### config.mk
export PLATFORM = sky130hd
export DESIGN_NAME = reorder_buffer
export DESIGN_NICKNAME = d
export VERILOG_FILES = /design/src/rtl/reorder_buffer_pkg.sv /design/src/rtl/reorder_buffer_entry_file.sv /design/src/rtl/reorder_buffer.sv
export SDC_FILE = /design/constraint.sdc
export NUM_CORES = 1
export LEC_CHECK = 0
export BUFFER_PORTS_ARGS = -buffer_cell sky130_fd_sc_hd__buf_2
export CAP_MARGIN = 25
export CORE_ASPECT_RATIO = 0.8
export CORE_MARGIN = 2
export CORE_UTILIZATION = 30
export CTS_CLUSTER_SIZE = 8
export DETAILED_ROUTE_END_ITERATION = 12
export SYNTH_ARGS = -nofsm -noshare
export SYNTH_HDL_FRONTEND = slang
export SYNTH_SLANG_ARGS = --single-unit
### constraint.sdc
create_clock -name clk -period 19.6 [get_ports clk]
set_input_delay 0.98 -clock clk [delete_from_list [all_inputs] [get_ports clk]]
set_output_delay 0.98 -clock clk [all_outputs]
set_load 0.03 [all_outputs]
### src/rtl/reorder_buffer_pkg.sv
// Shared definitions for the reorder buffer.
// - ROB_SIZE / ROB_TAG_W: default entry count and tag width.
// - rob_type_e: how an entry behaves when it retires.
// - commit_state_e: states of the commit sequencer.
// - OP_*: 7-bit opcodes found in name[16:10] on the issue interface.
// - op_to_type(): maps an opcode to its retirement behaviour.
package reorder_buffer_pkg;

  localparam int ROB_SIZE  = 16;
  localparam int ROB_TAG_W = 4;

  typedef enum logic [1:0] {
    ROB_REG   = 2'd0,
    ROB_STORE = 2'd1,
    ROB_BR    = 2'd2,
    ROB_JALR  = 2'd3
  } rob_type_e;

  typedef enum logic {
    COMMIT_IDLE = 1'b0,
    COMMIT_GAP  = 1'b1
  } commit_state_e;

  localparam logic [6:0] OP_LOAD   = 7'b0000011;
  localparam logic [6:0] OP_BINARY = 7'b0010011;
  localparam logic [6:0] OP_AUIPC  = 7'b0010111;
  localparam logic [6:0] OP_STORE  = 7'b0100011;
  localparam logic [6:0] OP_R      = 7'b0110011;
  localparam logic [6:0] OP_LUI    = 7'b0110111;
  localparam logic [6:0] OP_SB_ALL = 7'b1100011;
  localparam logic [6:0] OP_JALR   = 7'b1100111;
  localparam logic [6:0] OP_JAL    = 7'b1101111;

  // Unknown opcodes fall back to a register-writing entry so the ROB never stalls on them.
  function automatic rob_type_e op_to_type(input logic [6:0] op);
    rob_type_e t;
    case (op)
      OP_STORE:  t = ROB_STORE;
      OP_SB_ALL: t = ROB_BR;
      OP_JALR:   t = ROB_JALR;
      default:   t = ROB_REG;
    endcase
    return t;
  endfunction

endpackage

### src/rtl/reorder_buffer_entry_file.sv
// Entry storage for the reorder buffer.
// Ports:
//   clk, rst             clock, asynchronous active-high reset (clears busy/done)
//   flush                clears every busy/done bit; beats alloc, writeback and retire
//   alloc_*              allocate port: marks alloc_idx busy, not done, stores type/dest/pred
//   wb_*                 CDB port: completes a busy entry and captures value/taken/target
//   retire_en/idx        clears busy on the retiring entry
//   head_idx, head_*     combinational read of the entry at head_idx
module reorder_buffer_entry_file
  import reorder_buffer_pkg::*;
#(
  parameter int DEPTH = ROB_SIZE,
  parameter int TAG_W = ROB_TAG_W
) (
  input  logic             clk,
  input  logic             rst,
  input  logic             flush,
  input  logic             alloc_en,
  input  logic [TAG_W-1:0] alloc_idx,
  input  rob_type_e        alloc_type,
  input  logic [4:0]       alloc_dest,
  input  logic             alloc_pred,
  input  logic             wb_en,
  input  logic [TAG_W-1:0] wb_idx,
  input  logic [31:0]      wb_value,
  input  logic             wb_taken,
  input  logic [31:0]      wb_target,
  input  logic             retire_en,
  input  logic [TAG_W-1:0] retire_idx,
  input  logic [TAG_W-1:0] head_idx,
  output logic             head_busy,
  output logic             head_done,
  output rob_type_e        head_type,
  output logic [4:0]       head_dest,
  output logic             head_pred,
  output logic [31:0]      head_value,
  output logic             head_taken,
  output logic [31:0]      head_target
);

  logic [DEPTH-1:0] busy;
  logic [DEPTH-1:0] done;

  rob_type_e   type_mem   [DEPTH];
  logic [4:0]  dest_mem   [DEPTH];
  logic        pred_mem   [DEPTH];
  logic [31:0] value_mem  [DEPTH];
  logic        taken_mem  [DEPTH];
  logic [31:0] target_mem [DEPTH];

  // Writebacks only count for entries that are live before this edge.
  logic wb_accept;
  assign wb_accept = wb_en & busy[wb_idx] & ~flush;

  // Control bits. Later statements win, so a fresh allocation overrides a stale
  // done bit left on a slot that was retired in the same cycle it was written back.
  always_ff @(posedge clk or posedge rst) begin
    if (rst) begin
      busy <= '0;
      done <= '0;
    end else if (flush) begin
      busy <= '0;
      done <= '0;
    end else begin
      if (retire_en) busy[retire_idx] <= 1'b0;
      if (wb_accept) done[wb_idx] <= 1'b1;
      if (alloc_en) begin
        busy[alloc_idx] <= 1'b1;
        done[alloc_idx] <= 1'b0;
      end
    end
  end

  // Payload needs no reset: it is only read once busy&done is set.
  always_ff @(posedge clk) begin
    if (alloc_en) begin
      type_mem[alloc_idx] <= alloc_type;
      dest_mem[alloc_idx] <= alloc_dest;
      pred_mem[alloc_idx] <= alloc_pred;
    end
    if (wb_accept) begin
      value_mem[wb_idx]  <= wb_value;
      taken_mem[wb_idx]  <= wb_taken;
      target_mem[wb_idx] <= wb_target;
    end
  end

  assign head_busy   = busy[head_idx];
  assign head_done   = done[head_idx];
  assign head_type   = type_mem[head_idx];
  assign head_dest   = dest_mem[head_idx];
  assign head_pred   = pred_mem[head_idx];
  assign head_value  = value_mem[head_idx];
  assign head_taken  = taken_mem[head_idx];
  assign head_target = target_mem[head_idx];

endmodule

### src/rtl/reorder_buffer.sv
// Reorder buffer: allocates entries in program order from the decoder, collects CDB
// results, and retires one entry every other cycle at most.
// Ports:
//   clk, rst, rdy                       clock, async active-high reset, global enable
//   ready, rd, name, pred_taken         issue request; success/ROB_Tail answer it
//   cdb_valid/tag/value/taken/target    result broadcast
//   ROB_Ready/Value/Addr/Tag            register-file commit pulse and data
//   store_commit, store_tag             store release pulse
//   clr, redirect_pc                    flush pulse and fetch restart address
module reorder_buffer
  import reorder_buffer_pkg::*;
#(
  parameter int DEPTH = ROB_SIZE,
  parameter int TAG_W = ROB_TAG_W
) (
  input  logic             clk,
  input  logic             rst,
  input  logic             rdy,
  input  logic             ready,
  input  logic [31:0]      rd,
  input  logic [16:0]      name,
  input  logic             pred_taken,
  output logic             success,
  output logic [TAG_W-1:0] ROB_Tail,
  input  logic             cdb_valid,
  input  logic [TAG_W-1:0] cdb_tag,
  input  logic [31:0]      cdb_value,
  input  logic             cdb_taken,
  input  logic [31:0]      cdb_target,
  output logic             ROB_Ready,
  output logic [31:0]      ROB_Value,
  output logic [4:0]       ROB_Addr,
  output logic [TAG_W-1:0] ROB_Tag,
  output logic             store_commit,
  output logic [TAG_W-1:0] store_tag,
  output logic             clr,
  output logic [31:0]      redirect_pc
);

  localparam logic [TAG_W:0] FULL_COUNT = (TAG_W+1)'(DEPTH);

  logic [TAG_W-1:0] head;
  logic [TAG_W-1:0] tail;
  logic [TAG_W:0]   count;
  commit_state_e    state;

  rob_type_e   head_type;
  logic        head_busy, head_done, head_pred, head_taken;
  logic [4:0]  head_dest;
  logic [31:0] head_value, head_target;

  logic unused_bits;
  assign unused_bits = ^{rd[31:5], name[9:0]};

  // No allocation during the flush pulse: the decoder is being redirected.
  assign success  = rdy & ~rst & (count < FULL_COUNT) & ~clr;
  assign ROB_Tail = tail;

  logic alloc, commit_go, flush_now;
  assign alloc     = ready & success;
  assign commit_go = rdy & (state == COMMIT_IDLE) & head_busy & head_done;
  assign flush_now = commit_go &
                     (((head_type == ROB_BR) & (head_taken != head_pred)) |
                      (head_type == ROB_JALR));

  reorder_buffer_entry_file #(
    .DEPTH (DEPTH),
    .TAG_W (TAG_W)
  ) u_entries (
    .clk         (clk),
    .rst         (rst),
    .flush       (flush_now),
    .alloc_en    (alloc),
    .alloc_idx   (tail),
    .alloc_type  (op_to_type(name[16:10])),
    .alloc_dest  (rd[4:0]),
    .alloc_pred  (pred_taken),
    .wb_en       (rdy & cdb_valid),
    .wb_idx      (cdb_tag),
    .wb_value    (cdb_value),
    .wb_taken    (cdb_taken),
    .wb_target   (cdb_target),
    .retire_en   (commit_go),
    .retire_idx  (head),
    .head_idx    (head),
    .head_busy   (head_busy),
    .head_done   (head_done),
    .head_type   (head_type),
    .head_dest   (head_dest),
    .head_pred   (head_pred),
    .head_value  (head_value),
    .head_taken  (head_taken),
    .head_target (head_target)
  );

  always_ff @(posedge clk or posedge rst) begin
    if (rst) begin
      head         <= '0;
      tail         <= '0;
      count        <= '0;
      state        <= COMMIT_IDLE;
      ROB_Ready    <= 1'b0;
      ROB_Value    <= '0;
      ROB_Addr     <= '0;
      ROB_Tag      <= '0;
      store_commit <= 1'b0;
      store_tag    <= '0;
      clr          <= 1'b0;
      redirect_pc  <= '0;
    end else begin
      // Pulses last one cycle even when rdy is low.
      ROB_Ready    <= 1'b0;
      store_commit <= 1'b0;
      clr          <= 1'b0;
      if (rdy) begin
        if (flush_now) begin
          head  <= '0;
          tail  <= '0;
          count <= '0;
        end else begin
          if (alloc)     tail <= tail + TAG_W'(1);
          if (commit_go) head <= head + TAG_W'(1);
          case ({alloc, commit_go})
            2'b10:   count <= count + (TAG_W+1)'(1);
            2'b01:   count <= count - (TAG_W+1)'(1);
            default: count <= count;
          endcase
        end

        case (state)
          COMMIT_IDLE: begin
            if (commit_go) begin
              state <= COMMIT_GAP;
              case (head_type)
                ROB_REG: begin
                  ROB_Ready <= 1'b1;
                  ROB_Value <= head_value;
                  ROB_Addr  <= head_dest;
                  ROB_Tag   <= head;
                end
                ROB_STORE: begin
                  store_commit <= 1'b1;
                  store_tag    <= head;
                end
                ROB_BR: begin
                  if (head_taken != head_pred) begin
                    clr         <= 1'b1;
                    redirect_pc <= head_target;
                  end
                end
                default: begin
                  ROB_Ready   <= 1'b1;
                  ROB_Value   <= head_value;
                  ROB_Addr    <= head_dest;
                  ROB_Tag     <= head;
                  clr         <= 1'b1;
                  redirect_pc <= head_target;
                end
              endcase
            end
          end
          default: state <= COMMIT_IDLE;
        endcase
      end
    end
  end

endmodule

==> summary.txt, run 1 <==
Grt ovf: 0
Layout cells sized above 1: 35.3%
Crit path to: u_entries.target_mem[15][5]
Status: complete, no violations
Max_slew headroom: 17.0%
Power Total: 7990 µW
Die width: 459 µm
Routability cong.: 0.736
Clock net sink count: 1294
# port buffers: 171
Vias per Instance: 4.91
WP data arrival: 6.54 ns
Metal-1 WL: 52.5 mm
CTS tree: built
Syn_area_per_cell: 23.3 µm²
Internal power: 5750 µW
H-tree Lvls: 4
RSZ-0062 raised after global routing: no
Logic gate share of total power: 22.6%
Power share of the clock group: 36.2%
Postcts setup bufs: 0
Hold-fix buffers at CTS: 0
Hold crit path type: primary input to asynchronous set/reset pin
Initial core utilization: 30.3%
Seq pwr share: 41.2%
Worst Skew: 0.0278 ns
Remaining DRCs: 0
Worst hold slack: 0.248 ns
Vias in the first global route: 23.9k
Max layer used: met5
Fin nets: 2583
Crit share post-route: 31.4%
Post-route ant nets: 0
Tmin final: 6.15 ns
Yosys warns: 0
Gr usage total: 14.2%
Area of the core: 165000 µm²
Area grow syn2layout: 18.2%
Worst endpoint required time: 19.99 ns
VDD IR-drop max: 124 µV
Die Ht: 368 µm
WL final: 121 mm
Yosys reg bits: 1294
Clk slew on worst S/H paths: 0.06 ns
Clk_lat worst skew: 0.78 ns
Initial antenna violation count: 28
Power per cell area: 136 nW/µm²
Rows: 133
Dpl hpwl: 62.0 mm
Pin count of the biggest net entering global routing: 148
Post-synth cell types: 50
Worst setup EP type: flop
Fmax: 163 MHz
Psw: 2240 µW
Worst-case clock buffer depth: 3
Final setup vio count: 0
FF-to-FF setup slack: 13.45 ns
CP startpoint: head[0]
Net Sw Frac: 28.0%
DR pass1 iterations: 5
Seq/Total Area, Yosys: 76.8%
# IOs: 209
Setup TNS Final: 0 ns
Slew @ Worst Pin: 1.25 ns
Root buffer cell: clkbuf_16
Met3 WL: 7.77 mm
Vias: 23.4k
Net Count, Synth: 2274
Slew Viols, Final: 0
Static Leak: 0.0192 µW
Post-Synthesis Cell Area: 49800 µm²
Startpoint Class: flop
Post_cts resized: 0
RR Endpoint: u_entries.target_mem[15][5]
Crit path max fanout: 53
Avg WL per Cell: 25.4 µm
Final Hold Viols: 0
DR iter-0 viols: 2232
WS Path Type: flop to flop
Reg2Reg Depth: 11
Cells after Synth: 2136
Die Area: 169000 µm²
Cts bufs inserted: 181
WL met2: 58.2 mm
Worst r2r src: head[0]
First-pass GRT wire length: 173 mm
Max-cap check violation count: 0
[synth_stat cells, drive strengths merged]
master / n / share of area (%)
and3: 4 / 0.050
a22o: 2 / 0.035
or4: 1 / 0.015
a31o: 1 / 0.018
nand4: 24 / 0.30
o211ai: 2 / 0.030
o41a: 1 / 0.023
xnor2: 5 / 0.088
o31a: 1 / 0.018
and3b: 2 / 0.035
o41ai: 1 / 0.018
a2111o: 1 / 0.023
mux2: 75 / 2.0
o221ai: 1 / 0.018
mux4: 373 / 17
nor3: 42 / 0.42
mux2i: 6 / 0.12
nand2: 27 / 0.21
and2: 5 / 0.063
ha: 14 / 0.35
nand2b: 2 / 0.025
clkbuf: 63 / 0.47
and4: 2 / 0.035
edfxtp: 1168 / 70
nand3b: 2 / 0.030
a2111oi: 1 / 0.030
o21ai: 8 / 0.080
xor2: 6 / 0.11
nor2: 46 / 0.35
dfrtp: 126 / 6.3
a21oi: 37 / 0.37
nor4b: 1 / 0.018
inv: 16 / 0.12
or3: 2 / 0.025
a311o: 2 / 0.040
nand3: 10 / 0.10
nor2b: 3 / 0.038
nor4: 1 / 0.043
buf: 48 / 0.60
a21o: 1 / 0.015
o311ai: 1 / 0.018
a32oi: 1 / 0.018
o21bai: 1 / 0.015
[critical path: stages (launching register included)]
cell and delay, ns:
dfrtp_4 0.81, buf_4 0.84, mux4_2 0.61, mux4_2 0.53
ha_1 0.26, inv_1 0.06, o41a_1 0.53, nor2_4 0.03
buf_4 0.33, nor3_2 0.26, buf_4 0.58, buf_4 0.77
[cell type report]
cell class,instances,area [µm²]
clock buffer,321,5090
antenna,3,7.51
tap,2160,2700
fill,14900,106000
clock inverter,16,249
inverter,16,65.1
sequential,1294,38200
multi-input combinational,715,11100
timing repair buffer,237,1400
[routing by layer]
metal / up-vias / track usage, %
met5: - / 0
met4: 24 / 3.57
met3: 209 / 3.57
met2: 749 / 22.5
met1: 12700 / 19.5
li1: 9733 / -
[placed cells by master (no fill, tap or decap), types with 6 or more instances in the layout]
cell type	count
a21oi_1	37
buf_2	171
buf_4	61
clkbuf_1	138
clkbuf_16	182
dfrtp_1	122
edfxtp_1	1168
ha_1	14
inv_1	15
mux2_2	38
mux2_4	35
mux2i_1	6
mux4_2	373
nand2_1	26
nand3_1	10
nand4_1	24
nor2_1	40
nor3_1	22
nor3_2	20
o21ai_0	8
xor2_1	6
[power groups by stage]
stage | clock network (µW) | registers [µW] | logic, µW
after floorplan | 0 | 3410 | 1230
after global placement | 0 | 3350 | 1810
after detailed placement | 0 | 3350 | 1830
after CTS | 2960 | 3300 | 1830
after global routing | 3080 | 3310 | 1930
final | 2890 | 3290 | 1800
[logic make-up (layout without fill, tap and decap cells)]
| group | after synthesis | count (layout) | synth area share (%) |
|---|---|---|---|
| DFF | 1294 | 1294 | 76.8 |
| muxes | 454 | 454 | 19.0 |
| and+or+nand+nor | 174 | 174 | 1.76 |
| buffers and inverters | 127 | 590 | 1.19 |
| AOI/OAI and AO/OA | 62 | 62 | 0.769 |
| adders and majority gates | 14 | 14 | 0.352 |
| xor gates and xnor gates | 11 | 11 | 0.194 |
| other | 0 | 3 | 0 |
[stage by stage]
stage,instance area (µm²),worst slack [ns],utilization (%),cells
global placement,53500,13.43,32.5,4419
global route,58900,13.10,35.8,4760
CTS,58800,13.38,35.7,4758
finish,58900,13.45,35.8,4762
detailed placement,53500,13.38,32.5,4421
floorplan,49800,11.18,-,2136
[sequential cells by signal (all words and copies together), names as in the netlist]
| name | cells |
|---|---|
| u_entries.target_mem | 512 |
| u_entries.value_mem | 512 |
| u_entries.dest_mem | 80 |
| ROB_Value | 32 |
| redirect_pc | 32 |
| u_entries.type_mem | 32 |
| u_entries.busy | 16 |
| u_entries.done | 16 |
| u_entries.pred_mem | 16 |
| u_entries.taken_mem | 16 |
| ROB_Addr | 5 |
| count | 5 |
| ROB_Tag | 4 |
| ROB_Tail | 4 |
| head | 4 |
| store_tag | 4 |
| ROB_Ready | 1 |
| clr | 1 |
| state | 1 |
| store_commit | 1 |
[worst min path at each step]
stage / startpoint / endpoint / slack, ns / cells after the start
after detailed placement: ROB_Tag[1] / ROB_Tag[1] / 0.47 / 2
after CTS: rst / ROB_Tag[2] / 0.22 / 2
after global placement: redirect_pc[12] / redirect_pc[12] / 0.47 / 1
final: rst / clr / 0.25 / 2
after global routing: rst / ROB_Tag[2] / 0.25 / 2
after floorplan: state / state / 0.45 / 1
No activity file was read; power rests on OpenSTA's default activity.
==> run 2, diff against run 1 <==
- ABC_AREA: not set -> 1
- clock period: 19.6 -> 5.5 ns (I/O delays scaled with it)
==> summary.txt, run 2 <==
First-pass GRT wire length: 207 mm (was 173 mm)
RR Endpoint: u_entries.value_mem[2][31] (was u_entries.target_mem[15][5])
Max_slew headroom: 28.7% (was 17.0%)
# port buffers: 171 (unchanged)
Hold crit path type: primary input to flop (was primary input to asynchronous set/reset pin)
Final Hold Viols: 0 (unchanged)
Synth area leaders: edfxtp_1 69%, dfrtp_1 6.2%, o21ai_0 6.0% (was edfxtp_1 70%, mux4_2 17%, dfrtp_1 6.3%)
Core Util, Final: 36.1% (was 35.8%)
Rows: 134 (was 133)
Routability cong.: 0.787 (was 0.736)
CP most frequent cell: nand2_1 (was buf_4)
Pin count of the biggest net entering global routing: 177 (was 148)
Syn_area_per_cell: 12.9 µm² (was 23.3 µm²)
Clk slew on worst S/H paths: 0.05 ns (was 0.06 ns)
Initial core utilization: 30.3% (about the same)
Worst path buffer plus inverter count: 2 (was 5)
Root buffer cell: clkbuf_16 (unchanged)
Worst setup EP type: flop (unchanged)
Die Area: 172000 µm² (was 169000 µm²)
Max-cap check violation count: 0 (unchanged)
Reg2Reg Depth: 14 (was 11)
Worst Skew: 0.0473 ns (was 0.0278 ns)
Crit share post-route: 78.7% (was 31.4%)
Tmin final: 4.33 ns (was 6.15 ns)
Filler cells: 16.1k (was 14.9k)
Yosys top cell by area: edfxtp_1 (unchanged)
Yosys top cell area share: 69.1% (was 70.4%)
CTS tree: built (unchanged)
Crit path max fanout: 65 (was 53)
Clk_lat worst skew: 0.82 ns (was 0.78 ns)
Fin nets: 4319 (was 2583)
Placed cells: 6163 (was 4421)
Fmax: 231 MHz (was 163 MHz)
Power per cell area: 502 nW/µm² (was 136 nW/µm²)
Setup TNS Final: 0 ns (unchanged)
Placed Area: 54300 µm² (was 53500 µm²)
Area grow syn2layout: 19.2% (was 18.2%)
Final Instance Count excl. Fillers: 6582 (was 4762)
Most frequent cell after synthesis: edfxtp_1 (unchanged)
Slew @ Worst Pin: 1.07 ns (was 1.25 ns)
Post-route ant nets: 0 (unchanged)
Final setup vio count: 0 (unchanged)
Startpoint Class: flop (unchanged)
WP data arrival: 4.74 ns (was 6.54 ns)
FF-to-FF setup slack: 1.17 ns (was 13.45 ns)
Most frequent cells in the layout: 1168 x edfxtp_1, 644 x nor2_1, 611 x o21ai_0, 370 x nand2_1, 292 x o22ai_1 (was 1168 x edfxtp_1, 373 x mux4_2, 182 x clkbuf_16, 171 x buf_2, 138 x clkbuf_1)
Area of the core: 167000 µm² (was 165000 µm²)
Vias in the first global route: 31.0k (was 23.9k)
WL final: 140 mm (was 121 mm)
Cells after Synth: 3925 (was 2136)
Clock net sink count: 1294 (unchanged)
Remaining DRCs: 0 (unchanged)
RSZ-0062 raised after global routing: no (unchanged)
Layout cells sized above 1: 11.7% (was 35.3%)
Regs by FF count: u_entries.target_mem x512, u_entries.value_mem x512, u_entries.dest_mem x80 (unchanged)
Grt ovf: 0 (unchanged)
CP top delay family: simple AND/OR/NAND/NOR gates (was buffers and inverters)
Ys async rst share: 9.74% (unchanged)
Cts bufs inserted: 180 (was 181)
WS Path Type: flop to flop (unchanged)
Worst-case clock buffer depth: 3 (unchanged)
Initial antenna violation count: 13 (was 28)
Die width: 464 µm (was 459 µm)
Net Count, Synth: 4063 (was 2274)
Post-synth cell types: 39 (was 50)
EDFF count, synth: 1168 (unchanged)
Top cells by count, synth: 1168 x edfxtp_1, 647 x nor2_1, 611 x o21ai_0 (was 1168 x edfxtp_1, 373 x mux4_2, 126 x dfrtp_1)
Postcts setup bufs: 0 (unchanged)
Yosys reg bits: 1294 (unchanged)
Worst endpoint required time: 5.91 ns (was 19.99 ns)
Avg WL per Cell: 21.2 µm (was 25.4 µm)
Slew Viols, Final: 0 (unchanged)
Die Ht: 372 µm (was 368 µm)
Vias per Instance: 4.95 (was 4.91)
Slowest-stage cell, CP: dfrtp_4 (was buf_4)
Most common cell after layout, fill and taps aside: edfxtp_1 (unchanged)
Seq/Total Area, Yosys: 75.3% (was 76.8%)
Crit path to: u_entries.value_mem[2][31] (was u_entries.target_mem[15][5])
VDD IR-drop max: 405 µV (was 124 µV)
CP Cell Sequence: buf_4, nor2_1, nor2_1, o21ai_1, nand2_1, nand2_1, nand4_1, nand2_1, nand3_1, nand2_1, nand2_2, nand2_1, nor3_4, buf_12 (was buf_4, mux4_2, mux4_2, ha_1, inv_1, o41a_1, nor2_4, buf_4, nor3_2, buf_4, buf_4)
H-tree Lvls: 4 (unchanged)
Ys flop type: edfxtp_1 (unchanged)
# IOs: 209 (unchanged)
Yosys warns: 0 (unchanged)
Stages on the worst setup path: 14 (was 11)
Worst r2r src: head[0] (unchanged)
Static Leak: 0.0208 µW (was 0.0192 µW)
Status: complete, no violations (unchanged)
Fin area: 60500 µm² (was 58900 µm²)
Post-Synthesis Cell Area: 50700 µm² (was 49800 µm²)
DR iter-0 viols: 3523 (was 2232)
DR pass1 iterations: 5 (unchanged)
Vias: 32.6k (was 23.4k)
CP startpoint: head[0] (unchanged)
Dpl hpwl: 73.6 mm (was 62.0 mm)
Slowest stage delay, CP: 0.75 ns (was 0.84 ns)
Gr usage total: 15.9% (was 14.2%)
## run 2: power breakdown
group	leakage (µW)	switching [µW]	total (µW)	internal [µW]
Combinational	0.00611	5980	8460	2480
Clock	0.00253	4170	10400	6200
Sequential	0.0121	379	11500	11200
## run 2: worst reg2reg max path, cell delays in order, from the launching register on
cell and delay (ns):
dfrtp_4 0.75, buf_4 0.68, nor2_1 0.13, nor2_1 0.12
o21ai_1 0.07, nand2_1 0.10, nand2_1 0.06, nand4_1 0.19
nand2_1 0.17, nand3_1 0.13, nand2_1 0.09, nand2_2 0.47
nand2_1 0.23, nor3_4 0.19, buf_12 0.50
## run 2: timing repair
item,in CTS,in global routing
hold buffers,77,0
resized for setup,0,0
endpoints found under the hold margin,1226,0
endpoints found under the setup margin,0,0
## run 2: cells by family after synthesis
| family | Yosys count | synth area share (%) |
|---|---|---|
| buf+inv | 383 | 3.28 |
| simple gates | 1118 | 8.75 |
| compound gates | 1112 | 12.2 |
| xor+xnor | 4 | 0.0690 |
| flops | 1294 | 75.3 |
| fa+ha+maj | 14 | 0.345 |
## run 2: worst min path at each step
stage | startpoint | end | slack [ns] | cells past startpoint
global placement | redirect_pc[15] | redirect_pc[15] | 0.46 | 2
floorplan | rd[0] | u_entries.dest_mem[0][0] | 0.37 | 0
global route | cdb_tag[2] | u_entries.done[13] | 0.1 | 5
CTS | cdb_tag[3] | u_entries.done[7] | 0.01 | 6
finish | ready | ROB_Tail[0] | 0.07 | 4
detailed placement | state | state | 0.47 | 2
## run 2: cell type report
cell class	count	area [µm²]	share of cell area, %
Antenna cell	2	5.00	0.00827
Clock buffer	322	5060	8.36
Clock inverter	15	304	0.502
Inverter	125	543	0.897
Multi-Input combinational cell	2248	10900	18.0
Sequential cell	1294	38200	63.2
Tap cell	2244	2810	4.64
Timing Repair Buffer	332	2650	4.38
## run 2: routing by layer
layer	GRT usage [%]	routed length, µm	up-vias
li1	-	-	14900
met1	21.9	61700	16300
met2	24.8	64600	1109
met3	3.62	9900	246
met4	5.11	3570	22
met5	0	130	-
## run 2: stage by stage
step | hold WS, ns | setup slack [ns] | power (µW)
6_report | 0.0659 | 1.17 | 30400
5_1_grt | 0.0988 | 0.860 | 32000
4_1_cts | 0.0133 | 1.19 | 30600
3_5_place_dp | 0.470 | 1.21 | 20100
3_3_place_gp | 0.464 | 1.16 | 20000
2_1_floorplan | 0.374 | 0.0587 | 17500
